--- config.mk ---
export PLATFORM = sky130hd
export DESIGN_NAME = learn_costs_param_flat
export DESIGN_NICKNAME = d
export VERILOG_FILES = /design/src/rtl/learn_costs_param_if.sv /design/src/rtl/learn_costs_param.sv /design/src/flat_wrapper.sv
export SDC_FILE = /design/constraint.sdc
export NUM_CORES = 1
export LEC_CHECK = 0
export ABC_AREA = 0
export CELL_PAD_IN_SITES_DETAIL_PLACEMENT = 1
export CELL_PAD_IN_SITES_GLOBAL_PLACEMENT = 1
export CORE_MARGIN = 2
export CORE_UTILIZATION = 40
export DETAILED_ROUTE_END_ITERATION = 8
export PLACE_DENSITY = 0.82
export SLEW_MARGIN = 20
export SYNTH_ARGS = -nofsm -noshare
export SYNTH_HDL_FRONTEND = slang
export SYNTH_SLANG_ARGS = --single-unit
--- constraint.sdc ---
create_clock -name clock -period 2.7 [get_ports clock]
set_input_delay 0.54 -clock clock [delete_from_list [all_inputs] [get_ports clock]]
set_output_delay 0.54 -clock clock [all_outputs]
set_load 0.02 [all_outputs]
--- src/rtl/learn_costs_param_if.sv ---
// Request, result-flag and shared-memory bus of the routing-table update engine.
`timescale 1ns/1ps
interface learn_costs_param_if #(
  parameter int unsigned WORD_WIDTH = 16,
  parameter int unsigned ADDR_WIDTH = 16
);
  logic                  start;
  logic [WORD_WIDTH-1:0] fsource_id;
  logic [WORD_WIDTH-1:0] fbattery_stat;
  logic [WORD_WIDTH-1:0] fvalue;
  logic [WORD_WIDTH-1:0] fcluster_id;
  logic [WORD_WIDTH-1:0] data_in;
  logic [ADDR_WIDTH-1:0] address;
  logic                  wr_en;
  logic [WORD_WIDTH-1:0] data_out;
  logic                  busy;
  logic                  done;
  logic                  reinit;
  logic                  new_neighbor;
  logic                  table_full;

  modport master (
    output start, fsource_id, fbattery_stat, fvalue, fcluster_id, data_in,
    input  address, wr_en, data_out, busy, done, reinit, new_neighbor, table_full
  );

  modport slave (
    input  start, fsource_id, fbattery_stat, fvalue, fcluster_id, data_in,
    output address, wr_en, data_out, busy, done, reinit, new_neighbor, table_full
  );
endinterface

--- src/rtl/learn_costs_param.sv ---
// Q-learning routing node: folds one feedback packet into the neighbor table held
// in shared data memory (update on hit, append on miss, then copy the known-sink list).
`timescale 1ns/1ps
module learn_costs_param #(
  parameter int unsigned           WORD_WIDTH    = 16,
  parameter int unsigned           ADDR_WIDTH    = 16,
  parameter int unsigned           MAX_NEIGHBORS = 64,
  parameter int unsigned           MAX_SINKS     = 8,
  parameter int unsigned           RD_LATENCY    = 1,
  parameter logic [ADDR_WIDTH-1:0] NCNT_ADDR     = 16'h068A,
  parameter logic [ADDR_WIDTH-1:0] SCNT_ADDR     = 16'h0688,
  parameter logic [ADDR_WIDTH-1:0] SINK_BASE     = 16'h0008,
  parameter logic [ADDR_WIDTH-1:0] NID_BASE      = 16'h0048,
  parameter logic [ADDR_WIDTH-1:0] CLUS_BASE     = 16'h00C8,
  parameter logic [ADDR_WIDTH-1:0] BATT_BASE     = 16'h0148,
  parameter logic [ADDR_WIDTH-1:0] Q_BASE        = 16'h01C8,
  parameter logic [ADDR_WIDTH-1:0] SINKID_BASE   = 16'h0248,
  parameter int unsigned           SINKID_STRIDE = 16
) (
  input logic              clock,
  input logic              nreset,
  learn_costs_param_if.slave bus
);

  localparam int unsigned IDX_W    = $clog2(MAX_NEIGHBORS + 1);
  localparam int unsigned K_W      = $clog2(MAX_SINKS + 1);
  localparam logic [1:0]  LAT_LAST = 2'(RD_LATENCY - 1);

  if (RD_LATENCY < 1 || RD_LATENCY > 3) begin : g_bad_latency
    $error("learn_costs_param: RD_LATENCY must be 1..3");
  end

  typedef enum logic [4:0] {
    IDLE, RD_NCNT, RD_SCNT, SRCH_RD, SRCH_CMP,
    HIT_BATT, HIT_CLUS, HIT_QRD, HIT_QWR,
    APP_NID, APP_BATT, APP_Q, APP_CLUS,
    SINK_RD, SINK_WR, NCNT_WR, DONE
  } state_t;

  state_t                state;
  logic [1:0]            lat;
  logic [IDX_W-1:0]      n_cnt;
  logic [K_W-1:0]        s_cnt;
  logic [IDX_W-1:0]      n_idx;
  logic [K_W-1:0]        k_idx;
  logic                  appending;
  logic [WORD_WIDTH-1:0] src_id;
  logic [WORD_WIDTH-1:0] batt_val;
  logic [WORD_WIDTH-1:0] q_val;
  logic [WORD_WIDTH-1:0] clus_val;
  logic [WORD_WIDTH-1:0] cmp_word;
  logic [ADDR_WIDTH-1:0] address_q;
  logic [WORD_WIDTH-1:0] data_out_q;
  logic                  wr_en_q;
  logic                  busy_q;
  logic                  done_q;
  logic                  reinit_q;
  logic                  new_q;
  logic                  full_q;
  logic                  rd_ready;

  assign rd_ready         = (lat == LAT_LAST);
  assign bus.address      = address_q;
  assign bus.data_out     = data_out_q;
  assign bus.wr_en        = wr_en_q;
  assign bus.busy         = busy_q;
  assign bus.done         = done_q;
  assign bus.reinit       = reinit_q;
  assign bus.new_neighbor = new_q;
  assign bus.table_full   = full_q;

  function automatic logic [ADDR_WIDTH-1:0] word_addr(input logic [ADDR_WIDTH-1:0] base,
                                                      input logic [ADDR_WIDTH-1:0] idx);
    return base + (idx << 1);
  endfunction

  function automatic logic [ADDR_WIDTH-1:0] sink_addr(input logic [IDX_W-1:0] n,
                                                      input logic [K_W-1:0]   k);
    return SINKID_BASE + ADDR_WIDTH'(n) * ADDR_WIDTH'(SINKID_STRIDE) + (ADDR_WIDTH'(k) << 1);
  endfunction

  function automatic logic [IDX_W-1:0] clamp_n(input logic [WORD_WIDTH-1:0] w);
    return (w >= WORD_WIDTH'(MAX_NEIGHBORS)) ? IDX_W'(MAX_NEIGHBORS) : IDX_W'(w);
  endfunction

  function automatic logic [K_W-1:0] clamp_s(input logic [WORD_WIDTH-1:0] w);
    return (w >= WORD_WIDTH'(MAX_SINKS)) ? K_W'(MAX_SINKS) : K_W'(w);
  endfunction

  // Outputs are registered: each transition loads the address/data/strobe the next
  // state presents, so a write is visible for exactly the one cycle of its state.
  always_ff @(posedge clock) begin
    if (!nreset) begin
      state      <= IDLE;
      lat        <= '0;
      n_cnt      <= '0;
      s_cnt      <= '0;
      n_idx      <= '0;
      k_idx      <= '0;
      appending  <= 1'b0;
      src_id     <= '0;
      batt_val   <= '0;
      q_val      <= '0;
      clus_val   <= '0;
      cmp_word   <= '0;
      address_q  <= '0;
      data_out_q <= '0;
      wr_en_q    <= 1'b0;
      busy_q     <= 1'b0;
      done_q     <= 1'b0;
      reinit_q   <= 1'b0;
      new_q      <= 1'b0;
      full_q     <= 1'b0;
    end else begin
      wr_en_q <= 1'b0;
      done_q  <= 1'b0;
      case (state)
        IDLE: begin
          if (bus.start) begin
            src_id    <= bus.fsource_id;
            batt_val  <= bus.fbattery_stat;
            q_val     <= bus.fvalue;
            clus_val  <= bus.fcluster_id;
            reinit_q  <= 1'b0;
            new_q     <= 1'b0;
            full_q    <= 1'b0;
            appending <= 1'b0;
            busy_q    <= 1'b1;
            lat       <= '0;
            address_q <= NCNT_ADDR;
            state     <= RD_NCNT;
          end
        end
        RD_NCNT: begin
          if (rd_ready) begin
            lat       <= '0;
            n_cnt     <= clamp_n(bus.data_in);
            address_q <= SCNT_ADDR;
            state     <= RD_SCNT;
          end else begin
            lat <= lat + 2'd1;
          end
        end
        RD_SCNT: begin
          if (rd_ready) begin
            lat       <= '0;
            s_cnt     <= clamp_s(bus.data_in);
            n_idx     <= '0;
            address_q <= NID_BASE;
            state     <= SRCH_RD;
          end else begin
            lat <= lat + 2'd1;
          end
        end
        // The miss decision is taken here without a cycle of its own.
        SRCH_RD: begin
          if (n_idx == n_cnt) begin
            if (n_cnt >= IDX_W'(MAX_NEIGHBORS)) begin
              full_q <= 1'b1;
              done_q <= 1'b1;
              busy_q <= 1'b0;
              state  <= DONE;
            end else begin
              appending  <= 1'b1;
              address_q  <= word_addr(NID_BASE, ADDR_WIDTH'(n_idx));
              data_out_q <= src_id;
              wr_en_q    <= 1'b1;
              state      <= APP_NID;
            end
          end else if (rd_ready) begin
            lat      <= '0;
            cmp_word <= bus.data_in;
            state    <= SRCH_CMP;
          end else begin
            lat <= lat + 2'd1;
          end
        end
        SRCH_CMP: begin
          if (cmp_word == src_id) begin
            address_q  <= word_addr(BATT_BASE, ADDR_WIDTH'(n_idx));
            data_out_q <= batt_val;
            wr_en_q    <= 1'b1;
            state      <= HIT_BATT;
          end else begin
            n_idx     <= IDX_W'(n_idx + 1'b1);
            address_q <= word_addr(NID_BASE, ADDR_WIDTH'(IDX_W'(n_idx + 1'b1)));
            state     <= SRCH_RD;
          end
        end
        HIT_BATT: begin
          address_q  <= word_addr(CLUS_BASE, ADDR_WIDTH'(n_idx));
          data_out_q <= clus_val;
          wr_en_q    <= 1'b1;
          state      <= HIT_CLUS;
        end
        HIT_CLUS: begin
          address_q <= word_addr(Q_BASE, ADDR_WIDTH'(n_idx));
          state     <= HIT_QRD;
        end
        HIT_QRD: begin
          if (rd_ready) begin
            lat        <= '0;
            reinit_q   <= (bus.data_in < q_val);
            data_out_q <= q_val;
            wr_en_q    <= 1'b1;
            state      <= HIT_QWR;
          end else begin
            lat <= lat + 2'd1;
          end
        end
        HIT_QWR: begin
          k_idx     <= '0;
          address_q <= SINK_BASE;
          state     <= SINK_RD;
        end
        APP_NID: begin
          address_q  <= word_addr(BATT_BASE, ADDR_WIDTH'(n_idx));
          data_out_q <= batt_val;
          wr_en_q    <= 1'b1;
          state      <= APP_BATT;
        end
        APP_BATT: begin
          address_q  <= word_addr(Q_BASE, ADDR_WIDTH'(n_idx));
          data_out_q <= q_val;
          wr_en_q    <= 1'b1;
          state      <= APP_Q;
        end
        APP_Q: begin
          address_q  <= word_addr(CLUS_BASE, ADDR_WIDTH'(n_idx));
          data_out_q <= clus_val;
          wr_en_q    <= 1'b1;
          state      <= APP_CLUS;
        end
        APP_CLUS: begin
          k_idx     <= '0;
          address_q <= SINK_BASE;
          state     <= SINK_RD;
        end
        SINK_RD: begin
          if (k_idx == s_cnt) begin
            if (appending) begin
              address_q  <= NCNT_ADDR;
              data_out_q <= WORD_WIDTH'(n_cnt) + 1'b1;
              wr_en_q    <= 1'b1;
              state      <= NCNT_WR;
            end else begin
              done_q <= 1'b1;
              busy_q <= 1'b0;
              state  <= DONE;
            end
          end else if (rd_ready) begin
            lat        <= '0;
            address_q  <= sink_addr(n_idx, k_idx);
            data_out_q <= bus.data_in;
            wr_en_q    <= 1'b1;
            state      <= SINK_WR;
          end else begin
            lat <= lat + 2'd1;
          end
        end
        SINK_WR: begin
          k_idx     <= K_W'(k_idx + 1'b1);
          address_q <= word_addr(SINK_BASE, ADDR_WIDTH'(K_W'(k_idx + 1'b1)));
          state     <= SINK_RD;
        end
        NCNT_WR: begin
          new_q  <= 1'b1;
          done_q <= 1'b1;
          busy_q <= 1'b0;
          state  <= DONE;
        end
        DONE: begin
          state <= IDLE;
        end
        default: begin
          state <= IDLE;
        end
      endcase
    end
  end

endmodule

--- src/flat_wrapper.sv ---
// flat-port wrapper written by rule: the top's interface ports become plain ports
module learn_costs_param_flat 
#(
  parameter int unsigned           WORD_WIDTH    = 16,
  parameter int unsigned           ADDR_WIDTH    = 16,
  parameter int unsigned           MAX_NEIGHBORS = 64,
  parameter int unsigned           MAX_SINKS     = 8,
  parameter int unsigned           RD_LATENCY    = 1,
  parameter logic [ADDR_WIDTH-1:0] NCNT_ADDR     = 16'h068A,
  parameter logic [ADDR_WIDTH-1:0] SCNT_ADDR     = 16'h0688,
  parameter logic [ADDR_WIDTH-1:0] SINK_BASE     = 16'h0008,
  parameter logic [ADDR_WIDTH-1:0] NID_BASE      = 16'h0048,
  parameter logic [ADDR_WIDTH-1:0] CLUS_BASE     = 16'h00C8,
  parameter logic [ADDR_WIDTH-1:0] BATT_BASE     = 16'h0148,
  parameter logic [ADDR_WIDTH-1:0] Q_BASE        = 16'h01C8,
  parameter logic [ADDR_WIDTH-1:0] SINKID_BASE   = 16'h0248,
  parameter int unsigned           SINKID_STRIDE = 16
)
  (clock, nreset, bus_start, bus_fsource_id, bus_fbattery_stat, bus_fvalue, bus_fcluster_id, bus_data_in, bus_address, bus_wr_en, bus_data_out, bus_busy, bus_done, bus_reinit, bus_new_neighbor, bus_table_full);
  learn_costs_param_if #(.WORD_WIDTH(WORD_WIDTH), .ADDR_WIDTH(ADDR_WIDTH)) bus_i ();
  input logic clock;
  input logic nreset;
  input wire logic [$bits(bus_i.start)-1:0] bus_start;
  input wire logic [$bits(bus_i.fsource_id)-1:0] bus_fsource_id;
  input wire logic [$bits(bus_i.fbattery_stat)-1:0] bus_fbattery_stat;
  input wire logic [$bits(bus_i.fvalue)-1:0] bus_fvalue;
  input wire logic [$bits(bus_i.fcluster_id)-1:0] bus_fcluster_id;
  input wire logic [$bits(bus_i.data_in)-1:0] bus_data_in;
  output wire logic [$bits(bus_i.address)-1:0] bus_address;
  output wire logic [$bits(bus_i.wr_en)-1:0] bus_wr_en;
  output wire logic [$bits(bus_i.data_out)-1:0] bus_data_out;
  output wire logic [$bits(bus_i.busy)-1:0] bus_busy;
  output wire logic [$bits(bus_i.done)-1:0] bus_done;
  output wire logic [$bits(bus_i.reinit)-1:0] bus_reinit;
  output wire logic [$bits(bus_i.new_neighbor)-1:0] bus_new_neighbor;
  output wire logic [$bits(bus_i.table_full)-1:0] bus_table_full;
  assign bus_i.start = bus_start;
  assign bus_i.fsource_id = bus_fsource_id;
  assign bus_i.fbattery_stat = bus_fbattery_stat;
  assign bus_i.fvalue = bus_fvalue;
  assign bus_i.fcluster_id = bus_fcluster_id;
  assign bus_i.data_in = bus_data_in;
  assign bus_address = bus_i.address;
  assign bus_wr_en = bus_i.wr_en;
  assign bus_data_out = bus_i.data_out;
  assign bus_busy = bus_i.busy;
  assign bus_done = bus_i.done;
  assign bus_reinit = bus_i.reinit;
  assign bus_new_neighbor = bus_i.new_neighbor;
  assign bus_table_full = bus_i.table_full;
  learn_costs_param #(.WORD_WIDTH(WORD_WIDTH), .ADDR_WIDTH(ADDR_WIDTH), .MAX_NEIGHBORS(MAX_NEIGHBORS), .MAX_SINKS(MAX_SINKS), .RD_LATENCY(RD_LATENCY), .NCNT_ADDR(NCNT_ADDR), .SCNT_ADDR(SCNT_ADDR), .SINK_BASE(SINK_BASE), .NID_BASE(NID_BASE), .CLUS_BASE(CLUS_BASE), .BATT_BASE(BATT_BASE), .Q_BASE(Q_BASE), .SINKID_BASE(SINKID_BASE), .SINKID_STRIDE(SINKID_STRIDE)) u_core (.clock(clock), .nreset(nreset), .bus(bus_i));
endmodule
**Word level (Yosys, flattened, before mapping)**

Cells that the tools add are included.

- $add $sub $neg: 12
- $lt $le $gt $ge: 4
- Equal/unequal tests: 34
- Muxes and demuxes: 69
- Bitwise operators: 1
- Reductions and logical operators: 31

Operator list:

| kind | number |
|---|---|
| $mux W16 | 16 |
| $pmux W16 S11 | 1 |
| $pmux W16 S7 | 1 |
| $pmux W5 S14 | 1 |
| $mux W5 | 10 |
| $eq A5 B4 Y1 const B | 8 |
| $mux W1 | 21 |
| $mux W7 | 3 |
| $add A9 B8 Y10 const A | 2 |
| $eq A5 B3 Y1 const B | 4 |
| $add A7 B8 Y9 const A | 2 |
| $add A16 B5 Y16 | 1 |
| $eq A16 B16 Y1 | 1 |
| $ge A16 B4 Y1 const B | 1 |
| $ge A16 B7 Y1 const B | 1 |
| $lt A16 B16 Y1 | 1 |
| $ne A2 B1 Y1 const B | 7 |
| $pmux W7 S2 | 1 |
| $add A10 B11 Y12 const A | 1 |
| $ne A2 B2 Y1 const B | 6 |
| $reduce_and A4 Y1 | 3 |
| $reduce_and A6 Y1 | 2 |
| $reduce_bool A11 Y1 | 1 |
| $eq A5 B2 Y1 const B | 2 |
| 34 further kinds | 54 |

- Flip-flop bits (word level): 148
- Input port bits: 83
- Output and inout port bits: 38

**Logic depth before layout (Yosys ltp)**

Gate-level depths: netlist (run 1).

- Word-level depth: 5
- Mapped depth: 11
- Gate-level depth less buffers: 9

**Least setup slack after synthesis (run 1)**

OpenSTA, ideal clock, no wires.

- Path type: input-to-reg
- From: input port bus_data_in[9]
- To: register u_core.s_cnt[0]
- Setup time: 0.066 ns
- Arrival time: 2.218 ns
- Required time: 2.634 ns
- Slack: 0.416 ns
- Stages: 6
- Path buffers: 0
- Cells stage by stage: or4_1 > nor4_2 > nand2b_1 > nor4_1 > a22oi_1 > nor2_1

- Word-level cells in the longest chain between the ends: 2

Ends and longest elaborated chain:

| element | RTL line | RTL |
|---|---|---|
| start, declared | flat_wrapper.sv:28 | `input wire logic [$bits(bus_i.data_in)-1:0] bus_data_in;` |
| $ge A16 B4 Y1 | learn_costs_param.sv:87 | `return (w >= WORD_WIDTH'(MAX_SINKS)) ? K_W'(MAX_SINKS) : K_W'(w);` |
| $mux W4 | learn_costs_param.sv:87 |  |
| end signal, assigned | learn_costs_param.sv:147 | `s_cnt <= clamp_s(bus.data_in);` |
| end, declared | learn_costs_param.sv:43 | `logic [K_W-1:0] s_cnt;` |

Every way passes these cells.
A chain may end at the register's enable or synchronous reset.

**Worst setup path in the final report (run 1)**

- From: register u_core.n_cnt[0]
- To: register u_core.data_out_q[0], in the netlist u_core.bus.data_out[0]

- Word-level cells in the longest chain between the ends: 4
- Elaborated cells on any way between the ends: 9
- Classes of those cells: add/sub (1); order compare (1); eq/ne (3); mux (3); reduce/logical (1)

Ends and longest elaborated chain:

| element | RTL line | RTL |
|---|---|---|
| start, declared | learn_costs_param.sv:42 | `logic [IDX_W-1:0] n_cnt;` |
| start signal, assigned | learn_costs_param.sv:137 | `n_cnt <= clamp_n(bus.data_in);` |
| $add A7 B1 Y8 | learn_costs_param.sv:243 | `data_out_q <= WORD_WIDTH'(n_cnt) + 1'b1;` |
| $mux W16 | learn_costs_param.sv:241 | `if (appending) begin` |
| $mux W16 | learn_costs_param.sv:240 | `if (k_idx == s_cnt) begin` |
| $pmux W16 S7 | learn_costs_param.sv:117 | `case (state)` |
| end signal, assigned | learn_costs_param.sv:230 | `data_out_q <= clus_val;` |
| end signal, assigned | learn_costs_param.sv:243 |  |
| end signal, assigned | learn_costs_param.sv:254 | `data_out_q <= bus.data_in;` |
| end, declared | learn_costs_param.sv:53 | `logic [WORD_WIDTH-1:0] data_out_q;` |

Several ways; a longest one is shown, not always the timed one. The select of a mux whose other input is x is not followed.

==> impl_metrics.json, run 1 <==
{
  "synth_edf_count": 0,
  "initial_core_util": 0.4093,
  "grt_pass1_vias": 7988,
  "finalHoldViolations": 0,
  "crit_slowest_cell": "dfxtp_1",
  "hold_path.class": "flop to flop",
  "critPathMaxFanout": 8,
  "fin_worst_skew_ps": 9.986,
  "yosysTopAreaCellShare": 0.3740,
  "coreArea_um2": 18830,
  "period_minus_slack_ps": 2527,
  "drt_first_pass_iters": 5,
  "vias_per_cell": 5.657,
  "portBuffers": 116,
  "switching_share": 0.3462,
  "cpMostUsedCell": "buf_4",
  "numCtsBuffers": 17,
  "required_ps": 3020,
  "wl_met3_um": 1370,
  "cp_num_cells": 9,
  "via_count": 7744,
  "p_int_mw": 4.568,
  "synth-seq-cells": 144,
  "pwr-share-seq": 0.362,
  "critPathTopFamily": "simple AND/OR/NAND/NOR gates",
  "top_level_ports": 121,
  "grt_pass1_wl_um": 42540,
  "met1Wirelength_um": 10880,
  "path_clk_slew_ps": 70,
  "timing_worst_setup_path_type": "flop to flop",
  "slew_violations": 0,
  "yosys_warnings": 0,
  "post_drt_wl_per_cell_um": 19.85,
  "rsz0062_at_grt": "false",
  "antenna_found_initial": 0,
  "syn-cell-area_um2": 7707,
  "ys_async_sr_fraction": 0,
  "p_switching_mw": 2.419,
  "yosys.area.top_type": "dfxtp_1",
  "leakagePower_nw": 3.973,
  "fp.dieW_um": 142.8,
  "rows": 50,
  "dieArea_um2": 20390,
  "holdPathStages": 2,
  "synth_common_cells": "183 x nand2_1, 144 x dfxtp_1, 109 x a21oi_1",
  "power_frac_comb": 0.280,
  "drc": 0,
  "seq_area_frac_synth": 0.3740,
  "drt_iter0_drc": 512,
  "synthCells": 967,
  "drive_gt1_frac": 0.1109,
  "fin_nets": 1206,
  "vdd_drop_max_mv": 0.4055,
  "gp_congestion": 0.9170,
  "grt_max_degree": 65,
  "synth_ff_type": "dfxtp_1",
  "top_layer": "met4",
  "hold_buffers": 0,
  "insertion_delay_ps": 440,
  "crit_path_end_kind": "flop",
  "route.met2.wl_um": 13810,
  "postCtsSetupBuffers": 0,
  "layout_worst_path_cycle_share": 0.9358,
  "avgSynthCellArea_um2": 7.970,
  "slew_headroom": 0.3572,
  "max_cap_viol_count": 0,
  "tightest_slew_ps": 956.9,
  "yosys.cell_count.top_type": "nand2_1",
  "clkPwrFrac": 0.358,
  "clock_path_buffers": 2,
  "ant_nets": 0,
  "setup-violations-final": 0,
  "path_buf_inv": 2,
  "cp.arrival_ps": 2850,
  "run_status": "complete, no violations",
  "utilization": 0.5326,
  "wl_um": 27170,
  "synth_cell_types": 72,
  "cts_resized": 0,
  "max_stage_delay_ps": 460,
  "grt_use_total": 0.2729,
  "cts_root_buffer": "clkbuf_16",
  "cp_cell_sequence": "xor2_1 > nor4_2 > buf_4 > a41oi_2 > a311o_1 > and4b_1 > buf_4 > mux2i_1 > nor2_1",
  "setup_tns_ps": 0,
  "start_kind": "flop",
  "clkSinkCount": 144,
  "tritoncts": "done",
  "h-tree-depth": 4,
  "dp_hpwl_um": 20050,
  "max_freq_ghz": 0.3958,
  "overflow": 0,
  "antennaDiodeCount": 0,
  "p_per_area_nw_per_um2": 696.8,
  "ys_top_cells_by_area": "dfxtp_1 37%, nand2_1 8.9%, a21oi_1 7.1%",
  "area_growth_pct": 30.11,
  "dieHeight_um": 142.8,
  "ff2ff_path_depth": 9,
  "total_power_mw": 6.988
}
per-layer routing:
metal / up-vias / track usage
met4: 0 / 0.1355
met2: 261 / 0.4818
met5: - / 0
li1: 3644 / -
met1: 3765 / 0.3138
met3: 74 / 0.05500
layout make-up:
type / count / area [um2]
clock buffers: 17 / 425.4
clock inverters: 15 / 195.2
fillers: 2235 / 8802
inverters: 31 / 118.9
multi-input cells: 724 / 4417
flip-flops and latches: 144 / 2883
well taps: 260 / 325.3
repair buffers: 178 / 1664
state kept, by name, indices dropped and copies added, names as in the netlist, 2 cells and up:
name                 flops
u_core.bus.data_out     16
u_core.cmp_word         16
u_core.bus.address      12
u_core.state             5
u_core.src_id           16
u_core.clus_val         16
u_core.lat               2
u_core.n_idx             7
u_core.n_cnt             7
u_core.q_val            16
u_core.s_cnt             4
u_core.batt_val         16
u_core.k_idx             4
final timing paths:
| kind | from | slack, ps | endpoint |
|---|---|---|---|
| hold / removal | u_core.clus_val[9]$_SDFFE_PN0P_ | 460 | u_core.clus_val[9]$_SDFFE_PN0P_ |
| setup / recovery | u_core.n_cnt[0]$_SDFFE_PN0P_ | 170 | u_core.bus.data_out[0]$_SDFFE_PN0P_ |
| hold reg to reg | u_core.clus_val[9]$_SDFFE_PN0P_ | 460 | u_core.clus_val[9]$_SDFFE_PN0P_ |
| setup reg to reg | u_core.n_cnt[0]$_SDFFE_PN0P_ | 170 | u_core.bus.data_out[0]$_SDFFE_PN0P_ |
placed cells by master, fill, tap and decap left out, types with 3 or more instances in the layout:
cell,count
a311oi_1,3
nor2_1,70
a211oi_1,4
clkdlybuf4s50_1,116
buf_12,3
a21oi_1,109
clkbuf_16,17
nor4_1,7
buf_4,59
inv_8,6
a211oi_2,10
xor2_1,36
conb_1,4
nor3_1,7
xnor2_1,16
nand3_1,26
a21o_1,5
o21ai_0,27
mux2i_1,23
nand4_1,6
ha_1,26
nor2b_1,13
nand2b_1,10
a221oi_1,7
clkinv_4,3
and3_1,5
or3_1,7
inv_1,30
mux2_2,3
a31oi_1,4
a41oi_1,4
and2_1,8
dfxtp_1,144
nand2_1,183
o2111ai_1,3
or4_1,3
a22oi_1,37
o221ai_1,3
a22o_1,5
o211ai_1,5
stage by stage:
step	instance area [um2]	worst slack [ps]	instances	hold WS [ps]
floorplan	7719	415.9	970	436.0
global placement	9400	165.0	1336	442.4
detailed placement	9400	122.7	1336	450.4
CTS	10020	114.0	1368	460.9
global route	10030	47.08	1369	484.3
finish	10030	173.3	1369	460.6
tightest hold or removal path, cell delays in order, from the launching register on:
cell	delay, ps
dfxtp_1	310
nand2_1	50
a21oi_1	50
power by group through the flow:
stage	combinational, mW	sequential [mW]	clock, mW
2_1_floorplan	1.10	2.60	0
6_report	1.96	2.53	2.50
5_1_grt	2.14	2.55	2.62
4_1_cts	1.95	2.53	2.53
3_5_place_dp	1.93	2.57	0
3_3_place_gp	1.88	2.56	0
logic make-up (layout without fill, tap and decap cells):
group	after synthesis	in the layout	share of synthesized area
other	1	4	0.0004865
AO/OA/AOI/OAI	254	254	0.2214
buffers and inverters	102	241	0.05649
AND/OR/NAND/NOR	361	361	0.2094
XOR/XNOR	52	52	0.05909
multiplexers	26	26	0.03425
adder cells (fa/ha/maj)	27	27	0.04481
flip-flops	144	144	0.3740
Note: power is estimated with default switching activity, not from simulation.
==> inputs of run 2 (changes only) <==
--- a/config.mk
+++ b/config.mk
@@ -6,6 +6,7 @@
 export NUM_CORES = 1
 export LEC_CHECK = 0
 export ABC_AREA = 0
+export CAP_MARGIN = 20
 export CELL_PAD_IN_SITES_DETAIL_PLACEMENT = 1
 export CELL_PAD_IN_SITES_GLOBAL_PLACEMENT = 1
 export CORE_MARGIN = 2
==> results of run 2 <==
No change in the layout: final DEF, timing and power equal those of run 1.
==> inputs of run 3 (changes only) <==
--- a/config.mk
+++ b/config.mk
@@ -10,9 +10,9 @@
 export CELL_PAD_IN_SITES_DETAIL_PLACEMENT = 1
 export CELL_PAD_IN_SITES_GLOBAL_PLACEMENT = 1
 export CORE_MARGIN = 2
-export CORE_UTILIZATION = 40
+export CORE_UTILIZATION = 29
 export DETAILED_ROUTE_END_ITERATION = 8
-export PLACE_DENSITY = 0.82
+export PLACE_DENSITY = 0.63
 export SLEW_MARGIN = 20
 export SYNTH_ARGS = -nofsm -noshare
 export SYNTH_HDL_FRONTEND = slang
==> impl_metrics.json, run 3 (synthesis gave the netlist of run 1 again) <==
{
  "slew_violations": 0,
  "cts_root_buffer": "clkbuf_16",
  "post_drt_wl_per_cell_um": 19.58,
  "portBuffers": 116,
  "tightest_slew_ps": 526.7,
  "rows": 59,
  "nFillCells": 3106,
  "switching_share": 0.3471,
  "required_ps": 3020,
  "rsz0062_at_grt": "false",
  "drt_first_pass_iters": 5,
  "layout.cells.non_filler": 1446,
  "fp.dieW_um": 167.0,
  "setup_slack_ps": 156.9,
  "drt_iter0_drc": 443,
  "numCtsBuffers": 17,
  "p_switching_mw": 2.432,
  "leakagePower_nw": 3.997,
  "clock_path_buffers": 2,
  "initial_core_util": 0.2958,
  "setup_tns_ps": 0,
  "grt_use_total": 0.2016,
  "timing_worst_setup_path_type": "flop to flop",
  "total_power_mw": 7.007,
  "antennaDiodeCount": 0,
  "multiInputGateArea_um2": 4423,
  "postCtsSetupBuffers": 0,
  "top_level_ports": 121,
  "final_common_cell": "nand2_1",
  "area_growth_pct": 32.09,
  "drive_gt1_frac": 0.1134,
  "dieArea_um2": 27900,
  "clkSinkCount": 144,
  "start_kind": "flop",
  "hold_buffers": 0,
  "final_cell_mix": "183 x nand2_1, 144 x dfxtp_1, 116 x clkdlybuf4s50_1",
  "cp.arrival_ps": 2860,
  "finalHoldViolations": 0,
  "via_count": 7407,
  "grt_pass1_wl_um": 43950,
  "h-tree-depth": 4,
  "period_minus_slack_ps": 2543,
  "fin_worst_skew_ps": 9.059,
  "insertion_delay_ps": 430,
  "p_int_mw": 4.575,
  "power_frac_comb": 0.280,
  "pwr-share-seq": 0.361,
  "holdWs_ps": 458.1,
  "post-place-ws_ps": 84.45,
  "antenna_found_initial": 0,
  "cts_resized": 0,
  "max_cap_viol_count": 0,
  "hold_path.class": "flop to flop",
  "tritoncts": "done",
  "run_status": "complete, no violations",
  "overflow": 0,
  "setup-violations-final": 0,
  "wl_um": 28310,
  "gp_congestion": 0.8428,
  "crit_path_end_kind": "flop",
  "place_inst": 1414,
  "max_freq_ghz": 0.3932,
  "vdd_drop_max_mv": 0.3965,
  "grt_max_degree": 95,
  "layout_worst_path_cycle_share": 0.9419,
  "clkPwrFrac": 0.359,
  "dp_hpwl_um": 21120,
  "dieHeight_um": 167.0,
  "seq_area_um2": 2883,
  "path_clk_slew_ps": 70,
  "fin_nets": 1208,
  "grt_pass1_vias": 7713,
  "vias_per_cell": 5.122,
  "slew_headroom": 0.6488,
  "drc": 0,
  "p_per_area_nw_per_um2": 688.3,
  "critPathMaxFanout": 12,
  "coreArea_um2": 26060,
  "ant_nets": 0
}
==> run 3: cell count changes in the layout (fill, tap and decap cells not counted), sizes merged <==
| cell | change |
|---|---|
| clkinv | +1 |
| clkinvlp | -1 |
| buf | +2 |
==> run 3: area by class of cell <==
cell class                 instances  share of cell area
clock buffer                      17             0.04178
sequential                       144              0.2832
clock inverter                    15             0.01917
multi-input combinational        724              0.4344
tap                              335             0.04117
inverter                          31             0.01168
timing repair buffer             180              0.1686
==> run 3: critical path, cell delays in order, from the launching register on <==
cell     delay, ps
dfxtp_1        620
nor2b_1        140
nand3_2        170
nor3b_1        100
or3_1          440
o32ai_2        540
o21ai_0        220
and2_1         200
==> run 3: power groups by stage <==
stage	logic [mW]	clock network [mW]	registers (mW)
global route	2.15	2.66	2.56
CTS	1.97	2.55	2.53
global placement	1.93	0	2.58
floorplan	1.10	0	2.60
finish	1.96	2.51	2.53
detailed placement	1.96	0	2.58
==> run 3: layer usage <==
metal,up-vias,GRT usage,routed length (um),share of wire
li1,3629,-,-,-
met1,3581,0.2507,12410,0.44
met2,163,0.3584,14340,0.51
met3,34,0.03256,929,0.033
met4,0,0.05772,629,0.022
met5,-,0,0,0
==> run 3: path summary, 6_finish.rpt <==
kind                               startpoint                          endpoint  slack (ps)  depth (start not counted)
min          u_core.batt_val[14]$_SDFFE_PN0P_  u_core.batt_val[14]$_SDFFE_PN0P_         460                          2
max reg2reg      u_core.state[4]$_SDFFE_PN0P_      u_core.state[2]$_SDFFE_PN0P_         160                          7
max              u_core.state[4]$_SDFFE_PN0P_      u_core.state[2]$_SDFFE_PN0P_         160                          7
min reg2reg  u_core.batt_val[14]$_SDFFE_PN0P_  u_core.batt_val[14]$_SDFFE_PN0P_         460                          2
==> run 3: metrics by stage <==
step                cell area [um2]    util
floorplan                      7719       -
global placement               9554  0.3666
detailed placement             9554  0.3666
CTS                           10170  0.3905
global route                  10180  0.3907
finish                        10180  0.3907
